--- src/rtl/seg_size_calc_pipe.sv ---
// seg_size_calc_pipe: two-stage valid/ready pipeline that picks the next TX
// segment length for one flow. The length is limited by unsent data, the
// usable peer window and the effective MSS. The block also flags zero-window
// probes and inconsistent send-buffer pointers.
// Stage 1 registers the pointer differences, the usable window and the clamped
// MSS. Stage 2 registers the final response and drives the outputs directly.
module seg_size_calc_pipe #(
  parameter int PTR_W        = 11,
  parameter int WIN_SIZE_W   = 16,
  parameter int MAX_SEG_SIZE = 1024,
  parameter int FLOWID_W     = 8,
  parameter int PROBE_EN     = 1
) (
  input  logic                  clk,
  input  logic                  rst_n,
  input  logic                  req_val,
  output logic                  req_rdy,
  input  logic [FLOWID_W-1:0]   req_flowid,
  input  logic [PTR_W:0]        req_trail_ptr,
  input  logic [PTR_W:0]        req_next_send_ptr,
  input  logic [PTR_W:0]        req_lead_ptr,
  input  logic [WIN_SIZE_W-1:0] req_curr_win,
  input  logic [PTR_W:0]        req_mss,
  output logic                  resp_val,
  input  logic                  resp_rdy,
  output logic [FLOWID_W-1:0]   resp_flowid,
  output logic [PTR_W:0]        resp_seg_size,
  output logic                  resp_probe,
  output logic                  resp_err
);

  // Pointer width including the wrap bit.
  localparam int PW = PTR_W + 1;
  // Common width for window comparisons. It is wide enough for both the
  // window and any pointer difference.
  localparam int W = (WIN_SIZE_W > PW) ? WIN_SIZE_W : PW;
  localparam logic [PW-1:0] MSS_MAX = PW'(MAX_SEG_SIZE);

  // Smaller of two W-bit unsigned values.
  function automatic logic [W-1:0] min_w(input logic [W-1:0] a, input logic [W-1:0] b);
    logic [W-1:0] r;
    if (a < b) begin
      r = a;
    end else begin
      r = b;
    end
    return r;
  endfunction

  // Stage 1 combinational results.
  logic [PW-1:0] unsent_s;
  logic [PW-1:0] in_flight_s;
  logic [PW-1:0] total_s;
  logic          err_s;
  logic [W-1:0]  win_avail_s;
  logic [PW-1:0] mss_eff_s;

  // Stage 1 registers.
  logic                s1_val_r;
  logic [FLOWID_W-1:0] s1_flowid_r;
  logic [PW-1:0]       s1_unsent_r;
  logic [W-1:0]        s1_win_avail_r;
  logic [PW-1:0]       s1_mss_eff_r;
  logic                s1_err_r;

  // Stage 2 next-state values.
  logic [PW-1:0] seg_next_s;
  logic          probe_next_s;
  logic          err_next_s;

  // Handshake control.
  logic s2_adv_s;

  // Stage 2 can take new data when it is empty or is draining this cycle.
  assign s2_adv_s = ~resp_val | resp_rdy;
  // Stage 1 accepts a request when it is empty or can move forward into stage 2.
  assign req_rdy  = ~s1_val_r | s2_adv_s;

  // Stage 1 arithmetic: modular pointer distances, usable window and clamped MSS.
  always_comb begin
    unsent_s    = req_lead_ptr - req_next_send_ptr;
    in_flight_s = req_next_send_ptr - req_trail_ptr;
    total_s     = req_lead_ptr - req_trail_ptr;
    // Bytes in flight cannot exceed the total buffered data.
    err_s       = (in_flight_s > total_s);
    if (W'(req_curr_win) > W'(in_flight_s)) begin
      win_avail_s = W'(req_curr_win) - W'(in_flight_s);
    end else begin
      win_avail_s = {W{1'b0}};
    end
    if ((req_mss == {PW{1'b0}}) || (req_mss > MSS_MAX)) begin
      mss_eff_s = MSS_MAX;
    end else begin
      mss_eff_s = req_mss;
    end
  end

  // Stage 1 register: load a new request when ready; otherwise hold.
  always_ff @(posedge clk or negedge rst_n) begin
    if (!rst_n) begin
      s1_val_r       <= 1'b0;
      s1_flowid_r    <= {FLOWID_W{1'b0}};
      s1_unsent_r    <= {PW{1'b0}};
      s1_win_avail_r <= {W{1'b0}};
      s1_mss_eff_r   <= {PW{1'b0}};
      s1_err_r       <= 1'b0;
    end else if (req_rdy) begin
      s1_val_r <= req_val;
      if (req_val) begin
        s1_flowid_r    <= req_flowid;
        s1_unsent_r    <= unsent_s;
        s1_win_avail_r <= win_avail_s;
        s1_mss_eff_r   <= mss_eff_s;
        s1_err_r       <= err_s;
      end else begin
        s1_flowid_r <= s1_flowid_r;
      end
    end else begin
      s1_val_r <= s1_val_r;
    end
  end

  // Stage 2 decision: report an error, send a zero-window probe, or send a limited segment.
  always_comb begin
    seg_next_s   = {PW{1'b0}};
    probe_next_s = 1'b0;
    err_next_s   = 1'b0;
    if (s1_err_r) begin
      err_next_s = 1'b1;
    end else if ((s1_win_avail_r == {W{1'b0}}) && (s1_unsent_r != {PW{1'b0}}) &&
                 (PROBE_EN != 0)) begin
      seg_next_s   = {{(PW-1){1'b0}}, 1'b1};
      probe_next_s = 1'b1;
    end else begin
      // The unsent byte count bounds the minimum, so it fits in PW bits.
      seg_next_s = PW'(min_w(min_w(W'(s1_unsent_r), s1_win_avail_r), W'(s1_mss_eff_r)));
    end
  end

  // Stage 2 register: drives the response outputs and holds them while the response is stalled.
  always_ff @(posedge clk or negedge rst_n) begin
    if (!rst_n) begin
      resp_val      <= 1'b0;
      resp_flowid   <= {FLOWID_W{1'b0}};
      resp_seg_size <= {PW{1'b0}};
      resp_probe    <= 1'b0;
      resp_err      <= 1'b0;
    end else if (s2_adv_s) begin
      resp_val <= s1_val_r;
      if (s1_val_r) begin
        resp_flowid   <= s1_flowid_r;
        resp_seg_size <= seg_next_s;
        resp_probe    <= probe_next_s;
        resp_err      <= err_next_s;
      end else begin
        resp_flowid <= resp_flowid;
      end
    end else begin
      resp_val <= resp_val;
    end
  end

endmodule

--- config.mk ---
export PLATFORM = sky130hd
export DESIGN_NAME = seg_size_calc_pipe
export DESIGN_NICKNAME = d
export VERILOG_FILES = /design/src/rtl/seg_size_calc_pipe.sv
export SDC_FILE = /design/constraint.sdc
export NUM_CORES = 1
export LEC_CHECK = 0
export BUFFER_PORTS_ARGS = -buffer_cell sky130_fd_sc_hd__buf_2
export CAP_MARGIN = 30
export CORE_MARGIN = 2
export CORE_UTILIZATION = 30
export CTS_BUF_LIST = sky130_fd_sc_hd__clkbuf_4 sky130_fd_sc_hd__clkbuf_8 sky130_fd_sc_hd__clkbuf_16
export DETAILED_ROUTE_END_ITERATION = 8
export GPL_ROUTABILITY_DRIVEN = 0
export PLACE_DENSITY = 0.48
export SYNTH_ARGS = -nofsm -noshare
export SYNTH_HDL_FRONTEND = slang
export SYNTH_SLANG_ARGS = --single-unit
export TNS_END_PERCENT = 100
--- constraint.sdc ---
create_clock -name clk -period 4 [get_ports clk]
set_input_delay 0.2 -clock clk [delete_from_list [all_inputs] [get_ports clk]]
set_output_delay 0.2 -clock clk [all_outputs]
set_load 0.005 [all_outputs]
==> impl_metrics.yaml <==
route:
  via_per_inst: 4.82
  drt_wl_total_mm: 16.3
  drc: 0
  ant_nets: 0
  vias: 5216
  drt_iter0_drc: 147
  drt_pass1_iterations: 4
  wl_per_cell_um: 15.0
power_and_ir_drop:
  intPower_mw: 2.28
  p_per_area_nw_per_um2: 482
  power.switching_mw: 1.36
  sequentialPowerShare_pct: 29.4
  combPwrFrac_pct: 46.1
  p_leak_nw: 3.69
  switching_share_pct: 37.3
  power_frac_clock_pct: 24.5
  irDropWorstVdd_mv: 0.242
sta:
  worst_pin_slew_ns: 0.956
  hold_viol: 0
  skew_ns: 0.00584
  slew-limit-headroom_pct: 35.8
  timing.fmax_ghz: 0.269
  setup_violations: 0
  period_share_pct: 92.9
  rsz0062_at_grt: "false"
  final.setup.tns_ns: 0
  period_needed_ns: 3.72
  drv_slew: 0
global_route:
  grt_overflow: 0
  grt_max_degree: 56
  antenna_found_initial: 0
  track_usage_pct: 15.0
  grt_pass1_vias: 5114
  grt_pass1_wl_mm: 26.2
yosys:
  syn_inst: 697
  synthFlopType: "dfrtp_1"
  ys_top_cells_by_count: "ha_1, inv_1, nand2_1"
  yosysUniqueCellTypes: 66
  netlist_area_um2: 6260
  synth_seq_area_share_pct: 29.2
  synth_top_area_share_pct: 29.2
  async_flop_share_pct: 100
  synth_area_leaders: "dfrtp_1, ha_1, inv_1"
  ys_ff_latch: 73
  synth-edff-count: 0
  synth_largest_area_cell: "dfrtp_1"
  syn_nets: 855
  synth_area_per_cell_um2: 8.98
  yosys_warnings: 0
setup_path:
  crit_chain: "ha_1, a21oi_1, o21a_1, o211ai_1, o21a_4, mux2_4, ha_1, a21o_1, a21o_1, a21oi_1, o21a_1, inv_1, nor3_1, o31ai_2"
  cp_data_required_time_ns: 4.20
  worstPathArrival_ns: 3.91
  r2r_setup_slack_ns: 0.28
  cpMaxStageDelayCell: "dfrtp_1"
  path_max_fanout: 14
  startpoint_type: "register"
  path_class: "reg2reg"
  cpPeakStageDelay_ns: 0.39
  crit_path_end_kind: "register"
layout:
  diodes: 0
  drive_gt1_share_pct: 23.4
  fin_area_um2: 7540
  areaGrowthSynthToFinish_pct: 20.5
  nNetsFinal: 966
cts:
  clk_path_buf_depth: 2
  cts_tree: "done"
  cts_htree_levels: 3
  cts_buffers: 9
  clock_latency_ns: 0.34
  clk_pin_slew_ns: 0.06
  cts-root-buf: "clkbuf_16"
  clock_sinks: 73
placement:
  placed_area_um2: 7200
  hpwl_mm: 13.2
  portBuffers: 99
floorplanning:
  num_rows: 52
  die_y_um: 148
  die-area_um2: 22000
  die_w_um: 148
  start_util_pct: 30.7
  fp.coreArea_um2: 20400
  pin_count: 100
flow_run:
  maxCapViolations: 0
run_status:
  status: "completed"
worst_hold_path:
  hp-class: "in2reg"
## path summary, 6_finish.rpt
path                                endpoint              from  cells past startpoint
setup / recovery            resp_seg_size[2]   s1_unsent_r[11]                     14
hold / removal                s1_flowid_r[4]     req_flowid[4]                      3
setup reg to reg            resp_seg_size[2]   s1_unsent_r[11]                     14
max in group asynchronous  s1_win_avail_r[7]             rst_n                      3
min in group asynchronous   resp_seg_size[2]             rst_n                      2
hold reg to reg             resp_seg_size[4]  resp_seg_size[4]                      2
## cell usage in the layout (no fill, tap or decap), drive strengths merged, types with 10 or more instances in the layout
cell,synthesis,final
dfrtp,73,73
ha,78,78
buf,8,117
o21ai,36,36
nand2b,11,11
a21oi,51,51
xnor2,20,20
o21a,17,17
o31ai,19,19
a21o,19,19
nor3,18,18
inv,78,78
a22o,13,13
mux2,20,20
nor2,24,24
nand3,10,10
nand2,77,77
clkbuf,10,10
xor2,17,17
## worst max-delay path: cells and delay by family (launching register included)
kind | cells | cell delay, ns
AO/OA/AOI/OAI | 9 | 1.64
adder cells (fa/ha/maj) | 2 | 0.62
flip-flops | 1 | 0.39
AND/OR/NAND/NOR | 1 | 0.35
multiplexers | 1 | 0.34
buffers and inverters | 1 | 0.22
## registers in the layout, indices dropped and copies added, names as in the netlist
signal and cells:
resp_probe 1, s1_mss_eff_r 12, resp_val 1, resp_flowid 8, resp_err 1, s1_unsent_r 12, s1_win_avail_r 16, s1_err_r 1
resp_seg_size 12, s1_flowid_r 8, s1_val_r 1
## power groups by stage
stage               Sequential, mW  Combinational, mW  Clock, mW
finish                        1.07               1.68      0.890
global placement              1.08               1.68          0
global route                  1.10               1.90      0.950
detailed placement            1.09               1.69          0
floorplan                     1.05               1.19          0
CTS                           1.07               1.70      0.917
## timing repair
item	4_1_cts	5_1_grt
gates resized for setup	0	2
hold buffers	1	0
endpoints found under the hold margin	18	0
setup endpoints to repair	0	1
buffers inserted	0	0
## through the flow
step           setup slack [ns]  utilization [%]  total power [mW]  cells  hold slack [ns]
3_3_place_gp              0.115             35.1              2.76   1064            0.399
6_report                  0.283             37.0              3.64   1083           0.0529
5_1_grt                  0.0135             37.0              3.95   1083           0.0551
3_5_place_dp             0.0765             35.3              2.78   1066            0.103
2_1_floorplan             0.503                -              2.25    697          -0.0956
4_1_cts                   0.249             37.0              3.69   1083           0.0421
## per-layer routing
metal  GRT usage, %  up-vias  wire (um)
met5              0        -          0
met4           4.24        0        295
met3           2.67       14        635
met2           24.8      107       7260
met1           20.2     2390       8080
li1               -     2705          -
## final cells by class
cell class | instances | area, um^2
fillers | 2107 | 12800
well taps | 270 | 338
inverters | 78 | 293
flip-flops and latches | 73 | 1830
clock buffers | 10 | 239
multi-input cells | 528 | 4050
repair buffers | 118 | 708
clock inverters | 6 | 91.3
## cells by family after synthesis
group	after synthesis	synth area share, %
AOI/OAI and AO/OA	189	21.5
xor gates and xnor gates	37	5.18
adders and majority gates	82	16.9
buffers and inverters	96	6.29
DFF	73	29.2
muxes	23	4.62
and+or+nand+nor	197	16.4
Note: power is estimated with default switching activity, not from simulation.
